[config.mk]
export PLATFORM = sky130hd
export DESIGN_NAME = ifetch_queue
export DESIGN_NICKNAME = d
export VERILOG_FILES = /design/src/rtl/core_pkg.sv /design/src/rtl/ifetch_queue.sv
export SDC_FILE = /design/constraint.sdc
export NUM_CORES = 1
export LEC_CHECK = 0
export ABC_AREA = 1
export BUFFER_PORTS_ARGS = -buffer_cell sky130_fd_sc_hd__buf_2
export CAP_MARGIN = 30
export CORE_UTILIZATION = 51
export DETAILED_ROUTE_END_ITERATION = 6
export HOLD_SLACK_MARGIN = 0.1
export PLACE_DENSITY = 0.73
export SYNTH_ARGS = -nofsm -noshare
export SYNTH_HDL_FRONTEND = slang
export SYNTH_SLANG_ARGS = --single-unit
export TNS_END_PERCENT = 10
[constraint.sdc]
create_clock -name clk -period 3 [get_ports clk]
set_input_delay 0.3 -clock clk [delete_from_list [all_inputs] [get_ports clk]]
set_output_delay 0.3 -clock clk [all_outputs]
set_load 0.01 [all_outputs]
[src/rtl/core_pkg.sv]
// Core-wide widths shared by the fetch front end and decode.
package core_pkg;
  localparam int XLEN = 32;
  localparam int ILEN = 32;
endpackage

[src/rtl/ifetch_queue.sv]
// Instruction fetch queue: issues PC-register addresses to instruction memory and returns
// responses to decode in order, discarding fetches that a taken branch/jump has made stale.
module ifetch_queue
  import core_pkg::*;
#(
  parameter int DEPTH = 4,
  parameter int XLEN  = core_pkg::XLEN
) (
  input  logic            clk,
  input  logic            rst_n,
  input  logic            fetch_valid,
  input  logic [XLEN-1:0] fetch_addr,
  output logic            fetch_ready,
  input  logic            flush,
  output logic            imem_req_valid,
  output logic [XLEN-1:0] imem_req_addr,
  input  logic            imem_req_ready,
  input  logic            imem_rsp_valid,
  input  logic [XLEN-1:0] imem_rsp_data,
  output logic            inst_valid,
  output logic [XLEN-1:0] inst_pc,
  output logic [XLEN-1:0] inst_data,
  input  logic            inst_ready
);

  localparam int IW = $clog2(DEPTH);
  localparam int PW = IW + 1;

  logic [XLEN-1:0]  pc_r   [DEPTH];
  logic [XLEN-1:0]  data_r [DEPTH];
  logic [DEPTH-1:0] filled_r;
  logic [DEPTH-1:0] filled_nx_s;
  logic [PW-1:0]    alloc_ptr_r;
  logic [PW-1:0]    fill_ptr_r;
  logic [PW-1:0]    rd_ptr_r;
  logic [PW-1:0]    drop_cnt_r;
  logic [PW-1:0]    occ_s;
  logic [IW-1:0]    alloc_idx_s;
  logic [IW-1:0]    fill_idx_s;
  logic [IW-1:0]    rd_idx_s;
  logic             credit_s;
  logic             rsp_take_s;
  logic             pop_s;

  assign alloc_idx_s   = alloc_ptr_r[IW-1:0];
  assign fill_idx_s    = fill_ptr_r[IW-1:0];
  assign rd_idx_s      = rd_ptr_r[IW-1:0];
  assign imem_req_addr = fetch_addr;
  assign inst_pc       = pc_r[rd_idx_s];
  assign inst_data     = data_r[rd_idx_s];

  // Credit counts stale in-flight fetches too, so a flushed response always has a slot to drain from.
  always_comb begin
    occ_s          = (alloc_ptr_r - rd_ptr_r) + drop_cnt_r;
    credit_s       = (occ_s < PW'(DEPTH));
    imem_req_valid = rst_n & fetch_valid & credit_s & ~flush;
    fetch_ready    = imem_req_valid & imem_req_ready;
    inst_valid     = filled_r[rd_idx_s] & (rd_ptr_r != fill_ptr_r) & ~flush;
    pop_s          = inst_valid & inst_ready;
    rsp_take_s     = imem_rsp_valid & (drop_cnt_r == '0) & ~flush;
  end

  // Next filled bits: allocate clears, response sets, pop clears; indices never collide.
  always_comb begin
    for (int i = 0; i < DEPTH; i++) begin
      filled_nx_s[i] = (filled_r[i] | (rsp_take_s & (fill_idx_s == IW'(i))))
                     & ~(fetch_ready & (alloc_idx_s == IW'(i)))
                     & ~(pop_s & (rd_idx_s == IW'(i)));
    end
  end

  // Pointers, drop counter and filled bits.
  always_ff @(posedge clk or negedge rst_n) begin
    if (!rst_n) begin
      alloc_ptr_r <= '0;
      fill_ptr_r  <= '0;
      rd_ptr_r    <= '0;
      drop_cnt_r  <= '0;
      filled_r    <= '0;
    end else if (flush) begin
      // Every unanswered fetch becomes stale; a response arriving now is itself discarded.
      drop_cnt_r <= drop_cnt_r + (alloc_ptr_r - fill_ptr_r) - {{(PW-1){1'b0}}, imem_rsp_valid};
      fill_ptr_r <= alloc_ptr_r;
      rd_ptr_r   <= alloc_ptr_r;
      filled_r   <= '0;
    end else begin
      filled_r <= filled_nx_s;
      if (fetch_ready) begin
        alloc_ptr_r <= alloc_ptr_r + PW'(1);
      end
      if (imem_rsp_valid) begin
        if (drop_cnt_r != '0) begin
          drop_cnt_r <= drop_cnt_r - PW'(1);
        end else begin
          fill_ptr_r <= fill_ptr_r + PW'(1);
        end
      end
      if (pop_s) begin
        rd_ptr_r <= rd_ptr_r + PW'(1);
      end
    end
  end

  // Entry payload storage, unreset: filled bits alone qualify the contents.
  always_ff @(posedge clk) begin
    if (fetch_ready) begin
      pc_r[alloc_idx_s] <= fetch_addr;
    end
    if (rsp_take_s) begin
      data_r[fill_idx_s] <= imem_rsp_data;
    end
  end

endmodule

==> flow_summary_export.csv <==
group,metric,value,unit
status,outcome,"finished, final reports clean",
timing,totalNegativeSetupSlack,0,ns
critical_path,reg2reg_slack,0.22,ns
cts,clockBufferDepth,3,
final_layout,final_area,13770,um^2
critical_path,end_kind,"primary output",
yosys,synth_top_cell_by_area,"edfxtp_1",
final_layout,antenna_cells,0,
yosys,avgSynthCellArea,12.97,um^2
yosys,ys_async_sr_fraction,5.882,%
cts,cts.htree.levels,1,
grt,grt-ovfl-total,0,
critical_path,crit_path_end,"fetch_ready",
cts,cts_root_buf,"clkbuf_16",
route,post-route-drc-count,0,
grt,gr-usage-met2,36.53,%
critical_path,crit_fanout,4,
place,port-buffer-count,169,
floorplan,dieWidth,150.0,um
grt,grt_start_max_net_pins,136,
route,via_per_inst,5.360,
yosys,syn_area,11180,um^2
critical_path,ff2ff_path_depth,14,
floorplan,die_area,22510,um^2
floorplan,die_h,150.0,um
cts,cts_tree,"built",
power,powerDensity,832.3,nW/um^2
timing,setup_viol,0,
grt,antenna_found_initial,1,
critical_path,path_class,"reg -> out",
yosys,synthTopCellsByCount,"256 x edfxtp_1, 135 x nor2_1, 120 x o21ai_0, 65 x o22ai_1, 55 x nand2_1",
timing,rsz0062_at_grt,"no",
yosys,synth_enable_flop_cells,256,
power,p_total,0.01146,W
yosys,synth-seq-area-share,72.35,%
grt,met3_usage,3.018,%
yosys,yosysTopAreaCellShare,68.77,%
timing,setup_ws,0.1806,ns
timing,finClkSkew,0.008651,ns
final_layout,drive_above_1_share,23.44,%
route,wl_per_cell,17.32,um
flow_run,cap_viol_max_count,0,
yosys,ys_types,28,
route,drtPass1Iterations,5,
cts,cts_buffers,28,
floorplan,initial_utilization,52.51,%
grt,grt_use_total,21.25,%
critical_path,cp-start-kind,"register",
min_path,hp-class,"in -> reg",
timing,fmax,354.7,MHz
power,p_leak,5.184,nW
power,vdd_ir_drop_max,0.5575,mV
timing,tightest_slew,0.7672,ns
place,dp_worst_setup_slack,0.1600,ns
critical_path,startpoint,"drop_cnt_r[1]$_DFFE_PN0P_",
floorplan,num_rows,53,
timing,drv_slew,0,
final_layout,final_nets,1161,
yosys,synth_ff_type,"edfxtp_1",
timing,hold_ws,0.1240,ns
grt,grt_pass1_wl,37110,um
timing,post-route-period-util,93.98,%
min_path,whs_path_depth,3,
yosys,synth_nets,955,
route,postRouteAntennaNets,0,
critical_path,worst_ep_required_time,2.70,ns
yosys,synthTopCellsByArea,"edfxtp_1 69%, o21ai_0 5.4%, nor2_1 4.5%",
yosys,synth_most_common_cell,"edfxtp_1",
yosys,ys_ff_latch,272,
route,via_count,7306,
critical_path,critPathArrivalTime,2.52,ns
place,hpwl,13200,um
grt,use_met1,27.52,%
cts,clock_latency,0.53,ns
yosys,synth_warnings,0,
critical_path,rr_endpoint,"drop_cnt_r[2]$_DFFE_PN0P_",
floorplan,fp.coreArea,21290,um^2
timing,hold_viol,0,
timing,slew_headroom,48.85,%
place,globalplace.congestion,0.8298,
cts,path_clk_slew,0.06,ns
timing,fin_crit,2.819,ns
critical_path,timing.rr.start,"fill_ptr_r[0]$_DFFE_PN0P_",
grt,grt-busiest-layer,"met2",
route,drt_wl_total,23610,um
cts,numClockSinks,272,
floorplan,io_pins,170,
route,drt-initial-drc-count,496,
final_layout,area_delta_synth_final,23.15,%
place,placed_area,12170,um^2
grt,grt_pass1_vias,7344,
yosys,postSynthCellCount,862,
worst max-delay path: stages, from the launching register on:
cell	delay (ns)
dfrtp_1	0.38
inv_1	0.11
fa_1	0.49
inv_1	0.04
ha_1	0.28
nand3_1	0.08
nand2_1	0.06
inv_1	0.05
nand3_1	0.11
nand2_4	0.10
nand3_2	0.09
inv_1	0.07
buf_2	0.12
worst min-delay path by stage:
stage / startpoint / to
final: flush / drop_cnt_r[2]$_DFFE_PN0P_
after floorplan: rst_n / alloc_ptr_r[0]$_DFFE_PN0P_
after CTS: flush / drop_cnt_r[2]$_DFFE_PN0P_
after global placement: rst_n / drop_cnt_r[0]$_DFFE_PN0P_
after global routing: flush / drop_cnt_r[2]$_DFFE_PN0P_
after detailed placement: rst_n / alloc_ptr_r[2]$_DFFE_PN0P_
cell families after synthesis:
logic type | count (synthesis) | synth area share, %
XOR/XNOR | 8 | 0.6268
buffers and inverters | 126 | 5.720
flip-flops | 272 | 72.35
AO/OA/AOI/OAI | 210 | 10.23
adder cells (fa/ha/maj) | 22 | 2.798
AND/OR/NAND/NOR | 224 | 8.272
sequential cells by signal (all words and copies together) (netlist names):
signal / count
alloc_ptr_r: 3
data_r: 128
drop_cnt_r: 3
fill_ptr_r: 3
filled_r: 4
pc_r: 128
rd_ptr_r: 3
report_power, final:
group	internal [W]	total, W	switching (W)
Combinational	0.00131	0.00359	0.00229
Clock	0.00202	0.00340	0.00138
Sequential	0.00436	0.00447	0.000106
Total	0.00769	0.0115	0.00377
cell usage in the layout, fill, tap and decap left out, drive strengths merged, types with 5 or more instances in the layout:
cell type / n
inv: 46
clkbuf: 33
nand3: 15
fa: 5
nand2: 58
edfxtp: 256
dfrtp: 16
nand4: 11
o21ai: 140
clkinv: 12
o22ai: 65
buf: 190
xnor2: 5
ha: 17
nor2: 139
dlygate4sd3: 66
through the flow:
step | utilization (%) | cells
finish | 64.67 | 1363
global route | 64.67 | 1363
CTS | 64.61 | 1362
detailed placement | 57.17 | 1245
global placement | 57.17 | 1245
floorplan | - | 862
cell type report:
type                    count  area (um^2)
clock buffers              33        740.7
multi-input cells         464         2491
clock inverters            17        168.9
repair buffers            256         1752
well taps                 275        344.1
flip-flops and latches    272         8094
fillers                  1546         7521
inverters                  46        175.2
what timing repair did:
action	CTS	global route
hold buffers	66	0
setup buffers	1	1
endpoints found under the setup margin	2	2
pin swaps	0	1
hold endpoints to repair	274	0
gates resized for setup	3	2
routing by layer:
metal	share of wire, %	vias to the layer above
met5	0.034	-
met4	2.3	2
met3	5.0	45
met2	51	215
met1	42	3549
li1	-	3495
Note: power is estimated with default switching activity, not from simulation.
